<file path="config.mk">
export PLATFORM = sky130hd
export DESIGN_NAME = led_level_meter_flat
export DESIGN_NICKNAME = d
export VERILOG_FILES = /design/src/rtl/eurorack_pmod_pkg.sv /design/src/rtl/led_level_meter_if.sv /design/src/rtl/meter_env_step.sv /design/src/rtl/led_level_meter.sv /design/src/flat_wrapper.sv
export SDC_FILE = /design/constraint.sdc
export NUM_CORES = 1
export LEC_CHECK = 0
export ABC_AREA = 1
export CAP_MARGIN = 20
export CORE_AREA = 2 2 245 150
export CTS_BUF_LIST = sky130_fd_sc_hd__clkbuf_4 sky130_fd_sc_hd__clkbuf_8
export DETAILED_ROUTE_END_ITERATION = 10
export DIE_AREA = 0 0 247 152
export HOLD_SLACK_MARGIN = 0.08
export PLACE_DENSITY = 0.78
export SYNTH_ARGS = -nofsm -noshare
export SYNTH_HDL_FRONTEND = slang
export SYNTH_SLANG_ARGS = --single-unit
</file>
<file path="constraint.sdc">
create_clock -name clk -period 10.08 [get_ports clk]
set_input_delay 1.008 -clock clk [delete_from_list [all_inputs] [get_ports clk]]
set_output_delay 1.008 -clock clk [all_outputs]
set_load 0.02 [all_outputs]
</file>
<file path="src/rtl/eurorack_pmod_pkg.sv">
// Shared constants and sequencer state type for the eurorack-pmod LED path.
// The I2C driver's LED mapping uses the same channel count and LED width.
package eurorack_pmod_pkg;
  localparam int N_CH  = 8;
  localparam int LED_W = 8;

  typedef enum logic [1:0] {
    IDLE,
    RUN,
    COMMIT
  } seq_state_t;
endpackage

</file>
<file path="src/rtl/led_level_meter_if.sv">
// Sample/jack input side and LED/status output side of the level meter.
interface led_level_meter_if #(
  parameter int W = 16
);
  import eurorack_pmod_pkg::*;

  logic                 sample_strobe;
  logic [W-1:0]         sample0, sample1, sample2, sample3;
  logic [W-1:0]         sample4, sample5, sample6, sample7;
  logic [N_CH-1:0]      jack;
  logic [LED_W-1:0]     led0, led1, led2, led3, led4, led5, led6, led7;
  logic                 busy;
  logic                 overrun;

  modport master (
    output sample_strobe, sample0, sample1, sample2, sample3,
           sample4, sample5, sample6, sample7, jack,
    input  led0, led1, led2, led3, led4, led5, led6, led7, busy, overrun
  );

  modport slave (
    input  sample_strobe, sample0, sample1, sample2, sample3,
           sample4, sample5, sample6, sample7, jack,
    output led0, led1, led2, led3, led4, led5, led6, led7, busy, overrun
  );
endinterface

</file>
<file path="src/rtl/meter_env_step.sv">
// One envelope update for a single channel: instant attack, exponential decay,
// signed 8-bit LED byte derived from the top 7 bits of the new envelope.
module meter_env_step
  import eurorack_pmod_pkg::*;
#(
  parameter int W              = 16,
  parameter int DECAY_SHIFT    = 12,
  parameter int MASK_UNPLUGGED = 1
) (
  input  logic [W-1:0]     sample,
  input  logic [W-2:0]     env,
  input  logic             sign,
  input  logic             plugged,
  output logic [W-2:0]     env_next,
  output logic             sign_next,
  output logic [LED_W-1:0] led
);
  logic [W-2:0]     mag;
  logic [W-2:0]     decay;
  logic [6:0]       lvl;
  logic [LED_W-1:0] led_mag;

  always_comb begin
    mag       = sample[W-2:0];
    decay     = env >> DECAY_SHIFT;
    env_next  = env;
    sign_next = sign;

    // Most negative code has no positive twin, so it saturates to full scale.
    if (sample == {1'b1, {(W-1){1'b0}}}) begin
      mag = '1;
    end else if (sample[W-1]) begin
      mag = ~sample[W-2:0] + (W-1)'(1);
    end

    if (decay == '0 && env != '0) begin
      decay = (W-1)'(1);
    end

    if (MASK_UNPLUGGED != 0 && !plugged) begin
      env_next  = '0;
      sign_next = 1'b0;
    end else if (mag >= env) begin
      env_next  = mag;
      sign_next = sample[W-1];
    end else begin
      env_next  = env - decay;
    end

    lvl     = env_next[W-2:W-8];
    led_mag = {1'b0, lvl};
    led     = (sign_next && lvl != '0) ? (~led_mag + LED_W'(1)) : led_mag;
  end
endmodule

</file>
<file path="src/rtl/led_level_meter.sv">
// Peak-envelope LED meter: latches a sample frame, walks the 8 channels through
// one shared envelope step, then publishes all LEDs together in COMMIT.
module led_level_meter
  import eurorack_pmod_pkg::*;
#(
  parameter int W              = 16,
  parameter int DECAY_SHIFT    = 12,
  parameter int MASK_UNPLUGGED = 1
) (
  input logic               clk,
  input logic               rst,
  led_level_meter_if.slave  bus
);
  localparam int CH_W = $clog2(N_CH);

  seq_state_t       state_reg;
  logic [CH_W-1:0]  ch_reg;
  logic             busy_reg;
  logic             overrun_reg;
  logic [N_CH-1:0]  jack_reg;
  logic [W-1:0]     sample_reg   [N_CH];
  logic [W-2:0]     env_reg      [N_CH];
  logic             sign_reg     [N_CH];
  logic [LED_W-1:0] led_next_reg [N_CH];
  logic [LED_W-1:0] led_reg      [N_CH];

  logic [W-1:0]     sample_in [N_CH];
  logic [W-2:0]     step_env;
  logic             step_sign;
  logic [LED_W-1:0] step_led;

  assign sample_in[0] = bus.sample0;
  assign sample_in[1] = bus.sample1;
  assign sample_in[2] = bus.sample2;
  assign sample_in[3] = bus.sample3;
  assign sample_in[4] = bus.sample4;
  assign sample_in[5] = bus.sample5;
  assign sample_in[6] = bus.sample6;
  assign sample_in[7] = bus.sample7;

  meter_env_step #(
    .W              (W),
    .DECAY_SHIFT    (DECAY_SHIFT),
    .MASK_UNPLUGGED (MASK_UNPLUGGED)
  ) u_step (
    .sample    (sample_reg[ch_reg]),
    .env       (env_reg[ch_reg]),
    .sign      (sign_reg[ch_reg]),
    .plugged   (jack_reg[ch_reg]),
    .env_next  (step_env),
    .sign_next (step_sign),
    .led       (step_led)
  );

  always_ff @(posedge clk) begin
    if (rst) begin
      state_reg   <= IDLE;
      ch_reg      <= '0;
      busy_reg    <= 1'b0;
      overrun_reg <= 1'b0;
      jack_reg    <= '0;
      for (int i = 0; i < N_CH; i++) begin
        sample_reg[i]   <= '0;
        env_reg[i]      <= '0;
        sign_reg[i]     <= 1'b0;
        led_next_reg[i] <= '0;
        led_reg[i]      <= '0;
      end
    end else begin
      // A strobe outside IDLE (COMMIT included) is lost; the shadows stay put.
      if (bus.sample_strobe && state_reg != IDLE) begin
        overrun_reg <= 1'b1;
      end
      case (state_reg)
        IDLE: begin
          if (bus.sample_strobe) begin
            for (int i = 0; i < N_CH; i++) begin
              sample_reg[i] <= sample_in[i];
            end
            jack_reg  <= bus.jack;
            ch_reg    <= '0;
            busy_reg  <= 1'b1;
            state_reg <= RUN;
          end
        end
        RUN: begin
          env_reg[ch_reg]      <= step_env;
          sign_reg[ch_reg]     <= step_sign;
          led_next_reg[ch_reg] <= step_led;
          ch_reg               <= ch_reg + CH_W'(1);
          if (ch_reg == CH_W'(N_CH - 1)) begin
            state_reg <= COMMIT;
          end
        end
        COMMIT: begin
          for (int i = 0; i < N_CH; i++) begin
            led_reg[i] <= led_next_reg[i];
          end
          busy_reg  <= 1'b0;
          state_reg <= IDLE;
        end
        default: state_reg <= IDLE;
      endcase
    end
  end

  assign bus.led0    = led_reg[0];
  assign bus.led1    = led_reg[1];
  assign bus.led2    = led_reg[2];
  assign bus.led3    = led_reg[3];
  assign bus.led4    = led_reg[4];
  assign bus.led5    = led_reg[5];
  assign bus.led6    = led_reg[6];
  assign bus.led7    = led_reg[7];
  assign bus.busy    = busy_reg;
  assign bus.overrun = overrun_reg;
endmodule

</file>
<file path="src/flat_wrapper.sv">
// flat-port wrapper written by rule: the top's interface ports become plain ports
module led_level_meter_flat import eurorack_pmod_pkg::*;
#(
  parameter int W              = 16,
  parameter int DECAY_SHIFT    = 12,
  parameter int MASK_UNPLUGGED = 1
)
  (clk, rst, bus_sample_strobe, bus_sample0, bus_sample1, bus_sample2, bus_sample3, bus_sample4, bus_sample5, bus_sample6, bus_sample7, bus_jack, bus_led0, bus_led1, bus_led2, bus_led3, bus_led4, bus_led5, bus_led6, bus_led7, bus_busy, bus_overrun);
  led_level_meter_if #(.W(W)) bus_i ();
  input logic clk;
  input logic rst;
  input wire logic [$bits(bus_i.sample_strobe)-1:0] bus_sample_strobe;
  input wire logic [$bits(bus_i.sample0)-1:0] bus_sample0;
  input wire logic [$bits(bus_i.sample1)-1:0] bus_sample1;
  input wire logic [$bits(bus_i.sample2)-1:0] bus_sample2;
  input wire logic [$bits(bus_i.sample3)-1:0] bus_sample3;
  input wire logic [$bits(bus_i.sample4)-1:0] bus_sample4;
  input wire logic [$bits(bus_i.sample5)-1:0] bus_sample5;
  input wire logic [$bits(bus_i.sample6)-1:0] bus_sample6;
  input wire logic [$bits(bus_i.sample7)-1:0] bus_sample7;
  input wire logic [$bits(bus_i.jack)-1:0] bus_jack;
  output wire logic [$bits(bus_i.led0)-1:0] bus_led0;
  output wire logic [$bits(bus_i.led1)-1:0] bus_led1;
  output wire logic [$bits(bus_i.led2)-1:0] bus_led2;
  output wire logic [$bits(bus_i.led3)-1:0] bus_led3;
  output wire logic [$bits(bus_i.led4)-1:0] bus_led4;
  output wire logic [$bits(bus_i.led5)-1:0] bus_led5;
  output wire logic [$bits(bus_i.led6)-1:0] bus_led6;
  output wire logic [$bits(bus_i.led7)-1:0] bus_led7;
  output wire logic [$bits(bus_i.busy)-1:0] bus_busy;
  output wire logic [$bits(bus_i.overrun)-1:0] bus_overrun;
  assign bus_i.sample_strobe = bus_sample_strobe;
  assign bus_i.sample0 = bus_sample0;
  assign bus_i.sample1 = bus_sample1;
  assign bus_i.sample2 = bus_sample2;
  assign bus_i.sample3 = bus_sample3;
  assign bus_i.sample4 = bus_sample4;
  assign bus_i.sample5 = bus_sample5;
  assign bus_i.sample6 = bus_sample6;
  assign bus_i.sample7 = bus_sample7;
  assign bus_i.jack = bus_jack;
  assign bus_led0 = bus_i.led0;
  assign bus_led1 = bus_i.led1;
  assign bus_led2 = bus_i.led2;
  assign bus_led3 = bus_i.led3;
  assign bus_led4 = bus_i.led4;
  assign bus_led5 = bus_i.led5;
  assign bus_led6 = bus_i.led6;
  assign bus_led7 = bus_i.led7;
  assign bus_busy = bus_i.busy;
  assign bus_overrun = bus_i.overrun;
  led_level_meter #(.W(W), .DECAY_SHIFT(DECAY_SHIFT), .MASK_UNPLUGGED(MASK_UNPLUGGED)) u_core (.clk(clk), .rst(rst), .bus(bus_i));
endmodule
</file>
==> impl_metrics.env <==
export IMPL_die_area_um2=37500
export IMPL_leakage_uw=0.00972
export IMPL_vias=14600
export IMPL_grt_overflow_total=0
export IMPL_reg2reg_depth=29
export IMPL_maxCapViolations=0
export IMPL_ys_seq_area_share_pct=60.8
export IMPL_slowest_delay_ns=0.57
export IMPL_async_reset_ff_share_pct=0
export IMPL_crit_fanout=53
export IMPL_peakVddDrop_uv=118
export IMPL_row_count=54
export IMPL_cts_sinks=394
export IMPL_drive_above_1_share_pct=6.93
export IMPL_worst_slew_pin_slew_ns=0.950
export IMPL_synth_top_area_share_pct=58.9
export IMPL_die_h_um=152
export IMPL_grt_pass1_vias=14500
export IMPL_grt_pass1_wl_um=76800
export IMPL_synth_avg_cell_area_um2=9.12
export IMPL_nets=2452
export IMPL_avgViaCountPerCell=5.21
export IMPL_fin_skew_ns=0.0626
export IMPL_htree_levels=2
export IMPL_numCtsBuffers=56
export IMPL_cp_data_required_time_ns=10.42
export IMPL_diodes=0
export IMPL_post_cts_resized=0
export IMPL_fmax_mhz=157
export IMPL_finalCritPeriodShare_pct=63.3
export IMPL_p_per_area_nw_per_um2=174
export IMPL_synthCells=2102
export IMPL_synth_flop_cell="edfxtp_1"
export IMPL_gp_congestion=0.954
export IMPL_cts_hold_buf=0
export IMPL_start_util_pct=53.8
export IMPL_arrival_ns=6.72
export IMPL_cp_common_cell="nand2_1"
export IMPL_timing_rr_end="u_core.led_next_reg[7][6]"
export IMPL_final_hold_violation_count=0
export IMPL_fill_cells=2843
export IMPL_core_area_um2=35600
export IMPL_crit_path_start_kind="register"
export IMPL_drc=0
export IMPL_drt_pre_antenna_iters=6
export IMPL_status="finished, final reports clean"
export IMPL_end_kind="register"
export IMPL_synthTopCellsByArea="edfxtp_1, nor2_1, nand2_1"
export IMPL_critPathSlowestCell="dfxtp_4"
export IMPL_crit_path_end="u_core.led_next_reg[7][6]"
export IMPL_hpwl_um=32200
export IMPL_antenna_found_initial=0
export IMPL_die_x_um=247
export IMPL_synth_distinct_cells=51
export IMPL_boundaryPins=205
export IMPL_grt_max_degree=118
export IMPL_hold_class="reg -> reg"
export IMPL_ys_top_cells_by_count="nor2_1, nand2_1, edfxtp_1, inv_1, nand3_1"
export IMPL_tns_ns=0
export IMPL_holdWs_ns=0.461
export IMPL_wl_per_cell_um=17.4
export IMPL_cts_buffer_depth=3
export IMPL_synthesis_nets=2264
export IMPL_cts_tree="yes"
export IMPL_drv_slew=0
export IMPL_synth_top_cell_by_area="edfxtp_1"
export IMPL_setup_viol=0
export IMPL_cts_setup_buffers=0
export IMPL_slew_headroom_pct=36.7
export IMPL_netlist_area_um2=19200
export IMPL_r2r_slack_ns=3.70
export IMPL_rsz0062_at_grt="no"
export IMPL_synth_seq_cells=394
export IMPL_cts_clk_slew_worst_paths_ns=0.06
export IMPL_synth_edf_count=376
export IMPL_multi_input_area_um2=5570
export IMPL_yosys_warnings=0
export IMPL_seq_area_um2=11700
export IMPL_crit_type="reg -> reg"
export IMPL_io_buffers=204
export IMPL_period_needed_ns=6.38
export IMPL_ant_nets=0
export IMPL_area_growth_pct=17.5
export IMPL_insertion_delay_ns=0.66
export IMPL_grtUsageTotal_pct=26.2
export IMPL_yosysMostFrequentCell="nor2_1"
export IMPL_wl_um=48900
export IMPL_cts_root_buf="clkbuf_8"
export IMPL_drtIter0Drc=1881
export IMPL_largest_reg_flops=128
per-layer routing:
| metal | up-vias | routed length, um | global-route usage [%] |
|---|---|---|---|
| li1 | 7045 | - | - |
| met1 | 6864 | 21400 | 38.4 |
| met2 | 662 | 21600 | 39.4 |
| met3 | 72 | 5270 | 6.98 |
| met4 | 0 | 748 | 5.71 |
| met5 | - | 0 | 0 |
how the worst min path moves through the flow:
stage / from / endpoint / slack [ns] / cells after the start
final: u_core.bus.overrun / u_core.bus.overrun / 0.46 / 2
after global routing: u_core.bus.overrun / u_core.bus.overrun / 0.48 / 2
after CTS: u_core.bus.overrun / u_core.bus.overrun / 0.46 / 2
after detailed placement: u_core.bus.overrun / u_core.bus.overrun / 0.45 / 2
after global placement: u_core.bus.overrun / u_core.bus.overrun / 0.44 / 2
after floorplan: u_core.jack_reg[0] / u_core.jack_reg[0] / 0.45 / 2
through the flow:
stage | util, % | cells | setup WS [ns] | cell area, um2 | total power [uW]
CTS | 63.3 | 2813 | 3.75 | 22500 | 3920
finish | 63.3 | 2813 | 3.70 | 22500 | 3920
floorplan | - | 2102 | 5.18 | 19200 | 2480
global placement | 60.3 | 2708 | 3.94 | 21500 | 2720
detailed placement | 60.3 | 2708 | 3.82 | 21500 | 2730
global route | 63.3 | 2813 | 3.13 | 22500 | 4100
kinds of logic after synthesis:
kind of cell | synth area share, %
buffers and inverters | 10.3
and+or+nand+nor | 23.3
AOI/OAI and AO/OA | 3.71
xor gates and xnor gates | 0.444
adders and majority gates | 1.54
DFF | 60.8
cells in the final DEF, fill, tap and decap left out, types with 23 or more instances in the layout:
master | netlist | routed
clkbuf_8 | 0 | 56
clkdlybuf4s50_1 | 0 | 203
inv_1 | 366 | 366
a21oi_1 | 46 | 46
nand4_1 | 23 | 23
o21ai_0 | 47 | 47
nand3_1 | 157 | 157
buf_4 | 6 | 29
clkinv_1 | 2 | 24
nor2_1 | 434 | 434
nand2_1 | 422 | 419
edfxtp_1 | 376 | 376
area by class of cell:
cell class / count / area share (%)
Tap cell: 476 / 2.64
Clock inverter: 32 / 0.705
Multi-Input combinational cell: 1233 / 24.7
Timing Repair Buffer: 233 / 10.0
Sequential cell: 394 / 51.7
Clock buffer: 73 / 3.99
Inverter: 372 / 6.22
power by group:
part	leakage, uW	switching (uW)	internal [uW]	total (uW)
combinational	0.00507	530	254	784
sequential	0.00409	33.7	1890	1920
clock	0.000562	626	589	1220
critical path: cells and delay by family, from the launching register on:
kind            cells  cell delay (ns)
fa+ha+maj           2             0.59
flops               1             0.57
buf+inv             4             1.10
simple gates       17             2.42
compound gates      5             0.98
xor+xnor            1             0.34
Note: power is estimated with default switching activity, not from simulation.
